[config.mk]
export PLATFORM = sky130hd
export DESIGN_NAME = hold_timer
export DESIGN_NICKNAME = d
export VERILOG_FILES = /design/src/rtl/hold_timer_pkg.sv /design/src/rtl/hold_weight_sum.sv /design/src/rtl/hold_timer.sv
export SDC_FILE = /design/constraint.sdc
export NUM_CORES = 1
export LEC_CHECK = 0
export CAP_MARGIN = 20
export CELL_PAD_IN_SITES_DETAIL_PLACEMENT = 0
export CELL_PAD_IN_SITES_GLOBAL_PLACEMENT = 1
export CORE_ASPECT_RATIO = 0.7
export CORE_MARGIN = 2
export CORE_UTILIZATION = 38
export DETAILED_ROUTE_END_ITERATION = 16
export PLACE_DENSITY = 0.79
export SLEW_MARGIN = 20
export SYNTH_ARGS = -nofsm -noshare
export SYNTH_HDL_FRONTEND = slang
export SYNTH_SLANG_ARGS = --single-unit
[constraint.sdc]
create_clock -name sysclk -period 3.1 [get_ports sysclk]
set_input_delay 0.31 -clock sysclk [delete_from_list [all_inputs] [get_ports sysclk]]
set_output_delay 0.31 -clock sysclk [all_outputs]
set_load 0.01 [all_outputs]
[src/rtl/hold_timer_pkg.sv]
// Shared types and helpers for the weighted hold timer.
// Default weights: sel[0]=88, sel[1]=80, sel[2]=56, sel[3]=32.
package hold_timer_pkg;

    typedef enum logic [1:0] {
        IDLE     = 2'd0,
        HOLD     = 2'd1,
        WAIT_REL = 2'd2
    } ht_state_t;

    localparam int unsigned DEF_NSEL = 4;
    localparam int unsigned DEF_CW   = 9;
    localparam logic [DEF_NSEL*DEF_CW-1:0] DEF_WEIGHTS = {9'd32, 9'd56, 9'd80, 9'd88};

    // Unsigned add saturated to cw bits (cw <= 32).
    function automatic logic [31:0] sat_add(input logic [31:0] a, input logic [31:0] b,
                                            input int unsigned cw);
        logic [32:0] s;
        logic [32:0] mx;
        s  = {1'b0, a} + {1'b0, b};
        mx = (33'd1 << cw) - 33'd1;
        return (s > mx) ? mx[31:0] : s[31:0];
    endfunction

endpackage

[src/rtl/hold_weight_sum.sv]
// Masked weighted sum of the selector inputs, saturated to CW bits.
// The accumulator is widened by clog2(NSEL) bits so it cannot wrap before the clamp.
module hold_weight_sum import hold_timer_pkg::*; #(
    parameter int unsigned          NSEL    = DEF_NSEL,
    parameter int unsigned          CW      = DEF_CW,
    parameter logic [NSEL*CW-1:0]   WEIGHTS = DEF_WEIGHTS
) (
    input  logic [NSEL-1:0] sel,
    output logic [CW-1:0]   sum
);

    localparam int unsigned SW = CW + $clog2(NSEL);

    logic [SW-1:0] acc;

    always_comb begin
        acc = '0;
        for (int i = 0; i < NSEL; i++) begin
            if (sel[i]) begin
                acc = acc + SW'(WEIGHTS[i*CW +: CW]);
            end
        end
        sum = (acc > SW'({CW{1'b1}})) ? {CW{1'b1}} : acc[CW-1:0];
    end

endmodule

[src/rtl/hold_timer.sv]
// Holds out high for the weighted sum of the selected inputs, counted in tick periods,
// then pulses done and waits for the write request to drop before re-arming.
module hold_timer import hold_timer_pkg::*; #(
    parameter int unsigned          NSEL    = DEF_NSEL,
    parameter int unsigned          CW      = DEF_CW,
    parameter logic [NSEL*CW-1:0]   WEIGHTS = DEF_WEIGHTS,
    parameter int unsigned          RETRIG  = 0
) (
    input  logic            sysclk,
    input  logic            rst,
    input  logic            tick,
    input  logic            write,
    input  logic [NSEL-1:0] sel,
    input  logic            abort,
    output logic            out,
    output logic            busy,
    output logic            done,
    output logic [CW-1:0]   remaining
);

    ht_state_t     state;
    logic          write_q;
    logic [CW-1:0] sum;
    logic [CW-1:0] ext_val;
    logic          extend;

    hold_weight_sum #(
        .NSEL    (NSEL),
        .CW      (CW),
        .WEIGHTS (WEIGHTS)
    ) u_sum (
        .sel (sel),
        .sum (sum)
    );

    // Extension folds this tick's decrement in: remaining + sum - 1 (remaining >= 1 in HOLD).
    assign ext_val = CW'(sat_add(32'(remaining) - 32'd1, 32'(sum), CW));
    assign extend  = (RETRIG != 0) && write && !write_q && (|sel) && (sum != '0);

    always_ff @(posedge sysclk) begin
        if (rst) begin
            state     <= IDLE;
            write_q   <= 1'b0;
            out       <= 1'b0;
            busy      <= 1'b0;
            done      <= 1'b0;
            remaining <= '0;
        end else begin
            done <= 1'b0;
            if (tick) begin
                write_q <= write;
            end
            if (state == HOLD && abort) begin
                out       <= 1'b0;
                busy      <= 1'b0;
                remaining <= '0;
                state     <= WAIT_REL;
            end else if (tick) begin
                unique case (state)
                    IDLE: begin
                        if (write && (|sel)) begin
                            if (sum != '0) begin
                                remaining <= sum;
                                out       <= 1'b1;
                                busy      <= 1'b1;
                                state     <= HOLD;
                            end else begin
                                done  <= 1'b1;
                                state <= WAIT_REL;
                            end
                        end
                    end
                    HOLD: begin
                        if (extend) begin
                            remaining <= ext_val;
                        end else if (remaining == CW'(1)) begin
                            out       <= 1'b0;
                            busy      <= 1'b0;
                            remaining <= '0;
                            done      <= 1'b1;
                            state     <= WAIT_REL;
                        end else begin
                            remaining <= remaining - CW'(1);
                        end
                    end
                    WAIT_REL: begin
                        if (!write) begin
                            state <= IDLE;
                        end
                    end
                    default: state <= IDLE;
                endcase
            end
        end
    end

endmodule
# Word level (Yosys, flattened, before mapping)
# Index checks and enable logic that the tools add are counted.
[totals]
wordCells = 58
output_inout_bits = 12
ff_bits = 13
[classes]
n_reduce_logical = 13
bitwise = 1
addsub = 4
n_mux = 24
n_eq_ne = 10
magnitude_cmp = 1
[op_table]
columns = ["operator", "count"]
rows = [
  ["$mux 9", 4],
  ["$mux 11", 3],
  ["$add 11x6->11 const B", 2],
  ["$pmux 9 s2", 1],
  ["$mux 2", 6],
  ["$reduce_and 4->1", 3],
  ["$gt 11x9->1 const B", 1],
  ["$eq 9x1->1 const B", 1],
  ["$reduce_bool 9->1", 1],
  ["$sub 9x1->9 const B", 1],
  ["$add 7x7->8 const B", 1],
  ["$mux 7", 1],
  ["$mux 1", 6],
  ["$ne 2x2->1 const B", 3],
  ["$ne 3x3->1 const B", 2],
  ["$pmux 2 s3", 1],
  ["$reduce_and 5->1", 1],
  ["$pmux 1 s2", 2],
  ["$reduce_bool 2->1", 2],
  ["$reduce_or 4->1", 1],
  ["$ne 3x1->1 const B", 1],
  ["$reduce_or 3->1", 1],
  ["$eq 2x1->1 const B", 1],
  ["$eq 2x2->1 const B", 1],
  ["other kinds (5)", 6],
]

# Depth between registers and ports, before layout
[depth]
depth_word = 15
mapped_depth = 12

# By module
# A second synthesis with hierarchy kept.
[hier_totals]
hier_cells = 156
hier_area_um2 = 1251.2
[by_module_without_submodules]
columns = ["module", "seq_area_each_um2", "cells_per_inst", "area_each_um2", "instances"]
rows = [
  ["hold_timer", 260.2, 125, 1019.7, 1],
  ["hold_weight_sum", 0.0, 31, 231.5, 1],
]

# Worst setup path after synthesis
# OpenSTA, ideal clock, no wires.
[synth_path]
kind = "input -> register"
from = "input port sel[0]"
to = "register remaining[1]"
setup_ns = 0.087
slack_ns = 0.551
n_path_buf = 1
cell_stages = 12
t_arrival_ns = 2.462
cell_sequence = "inv_1 ha_1 inv_1 o21ai_1 ha_1 nand2_1 a21boi_0 a2bb2oi_1 and3_1 buf_6 or4_1 o31ai_1"
[synth_between]
elab_chain_len = 12
elab_cells_between_ends = 18
cone_classes = "3 x add/sub; 1 x order compare; 2 x eq/ne; 8 x mux; 4 x reduce/logical"
[synth_lines]
columns = ["item", "line_no", "source"]
rows = [
  ["from (decl)", "hold_timer.sv:13", "input logic [NSEL-1:0] sel,"],
  ["$mux 7", "hold_weight_sum.sv:19", "if (sel[i]) begin"],
  ["$add 7x7->8", "hold_weight_sum.sv:20", "acc = acc + SW'(WEIGHTS[i*CW +: CW]);"],
  ["$mux 11", "hold_weight_sum.sv:19", ""],
  ["$add 11x6->11", "hold_weight_sum.sv:20", ""],
  ["$mux 11", "hold_weight_sum.sv:19", ""],
  ["$add 11x6->11", "hold_weight_sum.sv:20", ""],
  ["$mux 11", "hold_weight_sum.sv:19", ""],
  ["$gt 11x9->1", "hold_weight_sum.sv:23", "sum = (acc > SW'({CW{1'b1}})) ? {CW{1'b1}} : acc[CW-1:0];"],
  ["$mux 9", "hold_weight_sum.sv:23", ""],
  ["$reduce_bool 9->1 or $mux 9 (tied branches)", "hold_timer.sv:62", "if (sum != '0) begin"],
  ["$ne 2x2->1 (no source line) or $mux 9 (tied branches)", "n/a", ""],
  ["$reduce_and 4->1 (no source line) or $pmux 9 s2 (tied branches)", "n/a", ""],
  ["to (signal assigned)", "hold_timer.sv:63", "remaining <= sum;"],
  ["to (signal assigned)", "hold_timer.sv:75", "remaining <= ext_val;"],
  ["to (signal assigned)", "hold_timer.sv:83", "remaining <= remaining - CW'(1);"],
  ["to (decl)", "hold_timer.sv:18", "output logic [CW-1:0] remaining"],
]
# Parallel ways exist; a longest one is shown, timed or not. The select of a mux whose other input is x is not followed.
# A chain may end at the register's enable or synchronous reset.

# Final worst setup path
# Same ends and word-level chain as after synthesis.

==> flow_metrics.tcl <==
set metrics [dict create \
    multiInputGateArea_um2 864.6 \
    worst_pin_slew_ps 421.4 \
    fmax_mhz 343.2 \
    maxCapViolations 0 \
    setup_violations 0 \
    final_cell_mix "clkdlybuf4s50_1, dfxtp_1, buf_4" \
    final-seq-area_um2 260.3 \
    die-width_um 71.48 \
    synth_area_leader_cell "dfxtp_1" \
    io_buffers 20 \
    grt_usage_pct 19.96 \
    drt_iter0_drc 79 \
    syn_to_final_growth_pct 26.96 \
    placed_area_um2 1491 \
    avgSynthCellArea_um2 7.968 \
    ys_seq_area_share_pct 21.49 \
    grt_max_degree 13 \
    fin_util_pct 49.52 \
    vias 1273 \
    final_cell_count_no_fill 218 \
    routed.top_layer "met4" \
    cts_made_buffers 3 \
    maxSlewHeadroom_pct 71.90 \
    via_per_inst 5.839 \
    fin_tns_setup_ps 0 \
    layout_commonest_cell "clkdlybuf4s50_1" \
    wl_met2_um 1339 \
    critPathMaxFanout 9 \
    cts.sinks 13 \
    clkTransAtPathRegs_ps 60 \
    critPathKind "input pin to flop" \
    min_period_ps 2914 \
    core_um2 3105 \
    design_area_um2 1538 \
    syn-num-nets 167 \
    reg2regPathDepth 7 \
    wl_met3_um 289 \
    initial_core_util_pct 39.00 \
    gp_congestion 0.8600 \
    synth_warnings 0 \
    wl_per_cell_um 14.96 \
    start_kind "input pin" \
    ys_ff_latch 13 \
    r2r_start "remaining[1]" \
    required_ps 3260 \
    post-cts-setup-buffers 0 \
    final_nets 196 \
    synth_area_leaders "dfxtp_1, ha_1, o21ai_0" \
    cp.arrival_ps 3080 \
    end_kind "flop" \
    clock_latency_ps 250 \
    synth_flop_cell "dfxtp_1" \
    rsz0062_at_grt "false" \
    hold_viol 0 \
    wl_met1_um 1596 \
    synth_top_area_share_pct 21.49 \
    netlist_area_um2 1211 \
    htree_levels 1 \
    hp-class "flop to flop" \
    synth_edf_count 0 \
    grt_pass1_wl_um 5733 \
    ys_types 51 \
    placed_cells 214 \
    fp.dieH_um 51.24 \
    whs_ps 531.7 \
    postSynthCellCount 152 \
    antenna_left 0 \
    reg2reg_slack_ps 950 \
    cts_tree "done" \
    crit_path_start "sel[0]" \
    num_rows 17 \
    status "complete, no violations" \
    die-area_um2 3662 \
    hpwl_um 2569 \
    drive_gt1_share_pct 17.22 \
    clockRootBuffer "clkbuf_8" \
    grt_pass1_vias 1206 \
    drc 0 \
    timing.rr.end "remaining[0]" \
    grt_overflow 0 \
    antenna_cells 0 \
    hold_buffers 0 \
    endpoint "remaining[1]" \
    finalCritPeriodShare_pct 93.99 \
    io_pins 21 \
    skew_ps 2.535 \
    n_fill_cell 302 \
    cts_resized 0 \
    first_pass_iters 5 \
    p_leak_nw 0.5962 \
    drv_slew 0 \
    grt_antenna_before_repair 0 \
    ys_async_sr_fraction_pct 0 \
    drt_wl_total_um 3262 \
    clk_path_buf_depth 2 \
    irDropWorstVdd_v 0.0002835 \
    power_density_nw_per_um2 440.1 \
]
sequential cells by signal (all words and copies together), names as in the netlist:
name / cells
busy: 1
done: 1
remaining: 9
state: 2
per-stage QoR:
stage	power (mW)	worst slack (ps)
after detailed placement	0.5166	-76.44
after global placement	0.5150	-2.113
after global routing	0.7247	15.39
after floorplan	0.4193	550.6
final	0.6767	186.2
after CTS	0.6767	180.3
layer usage:
layer,track usage (%),vias up
li1,-,623
met1,29.26,582
met2,29.78,56
met3,4.536,12
met4,4.088,0
met5,0,-
final cells by class:
class,count,area share (%)
flip-flops and latches,13,16.92
repair buffers,32,18.88
well taps,38,3.092
multi-input cells,123,56.22
inverters,8,1.953
clock buffers,4,2.929
worst max-delay path, cell delays in order:
cell,delay [ps]
clkdlybuf4s50_1,500
inv_1,70
ha_1,330
mux2i_1,250
ha_1,270
nand2_1,120
a21boi_0,220
a2bb2oi_1,110
and3_2,280
or4_1,530
o31ai_1,80
power by group:
group | internal [mW] | switching (mW)
registers | 0.186 | 0.0273
logic | 0.145 | 0.160
clock network | 0.0911 | 0.0672
cell families (layout without fill, tap and decap cells):
kind of cell | after synthesis | in the layout | share of synthesized area, %
simple gates | 53 | 53 | 26.65
compound gates | 54 | 54 | 30.68
fa+ha+maj | 6 | 6 | 6.198
buf+inv | 16 | 44 | 7.231
mux | 3 | 3 | 2.686
flops | 13 | 13 | 21.49
xor+xnor | 7 | 7 | 5.062
worst min path at each step:
stage               startpoint  slack [ps]  cells after the start        to
floorplan                  rst         380                      1  state[1]
global placement          busy         500                      1      busy
detailed placement        busy         520                      1      busy
CTS                       busy         530                      1      busy
global route              busy         560                      1      busy
finish                    busy         530                      1      busy
synthesized netlist by cell type (all sizes together) (3+ instances only):
cell type and n:
xor2 5, nor2 12, nand3 7, buf 5, o211ai 6, o31ai 4, a21oi 9, a211oi 3
or3 4, nand2 10, ha 6, inv 8, dfxtp 13, a32o 3, o21ai 16, clkbuf 3
nor3 6, o21a 3
Note: power is estimated with default switching activity, not from simulation.
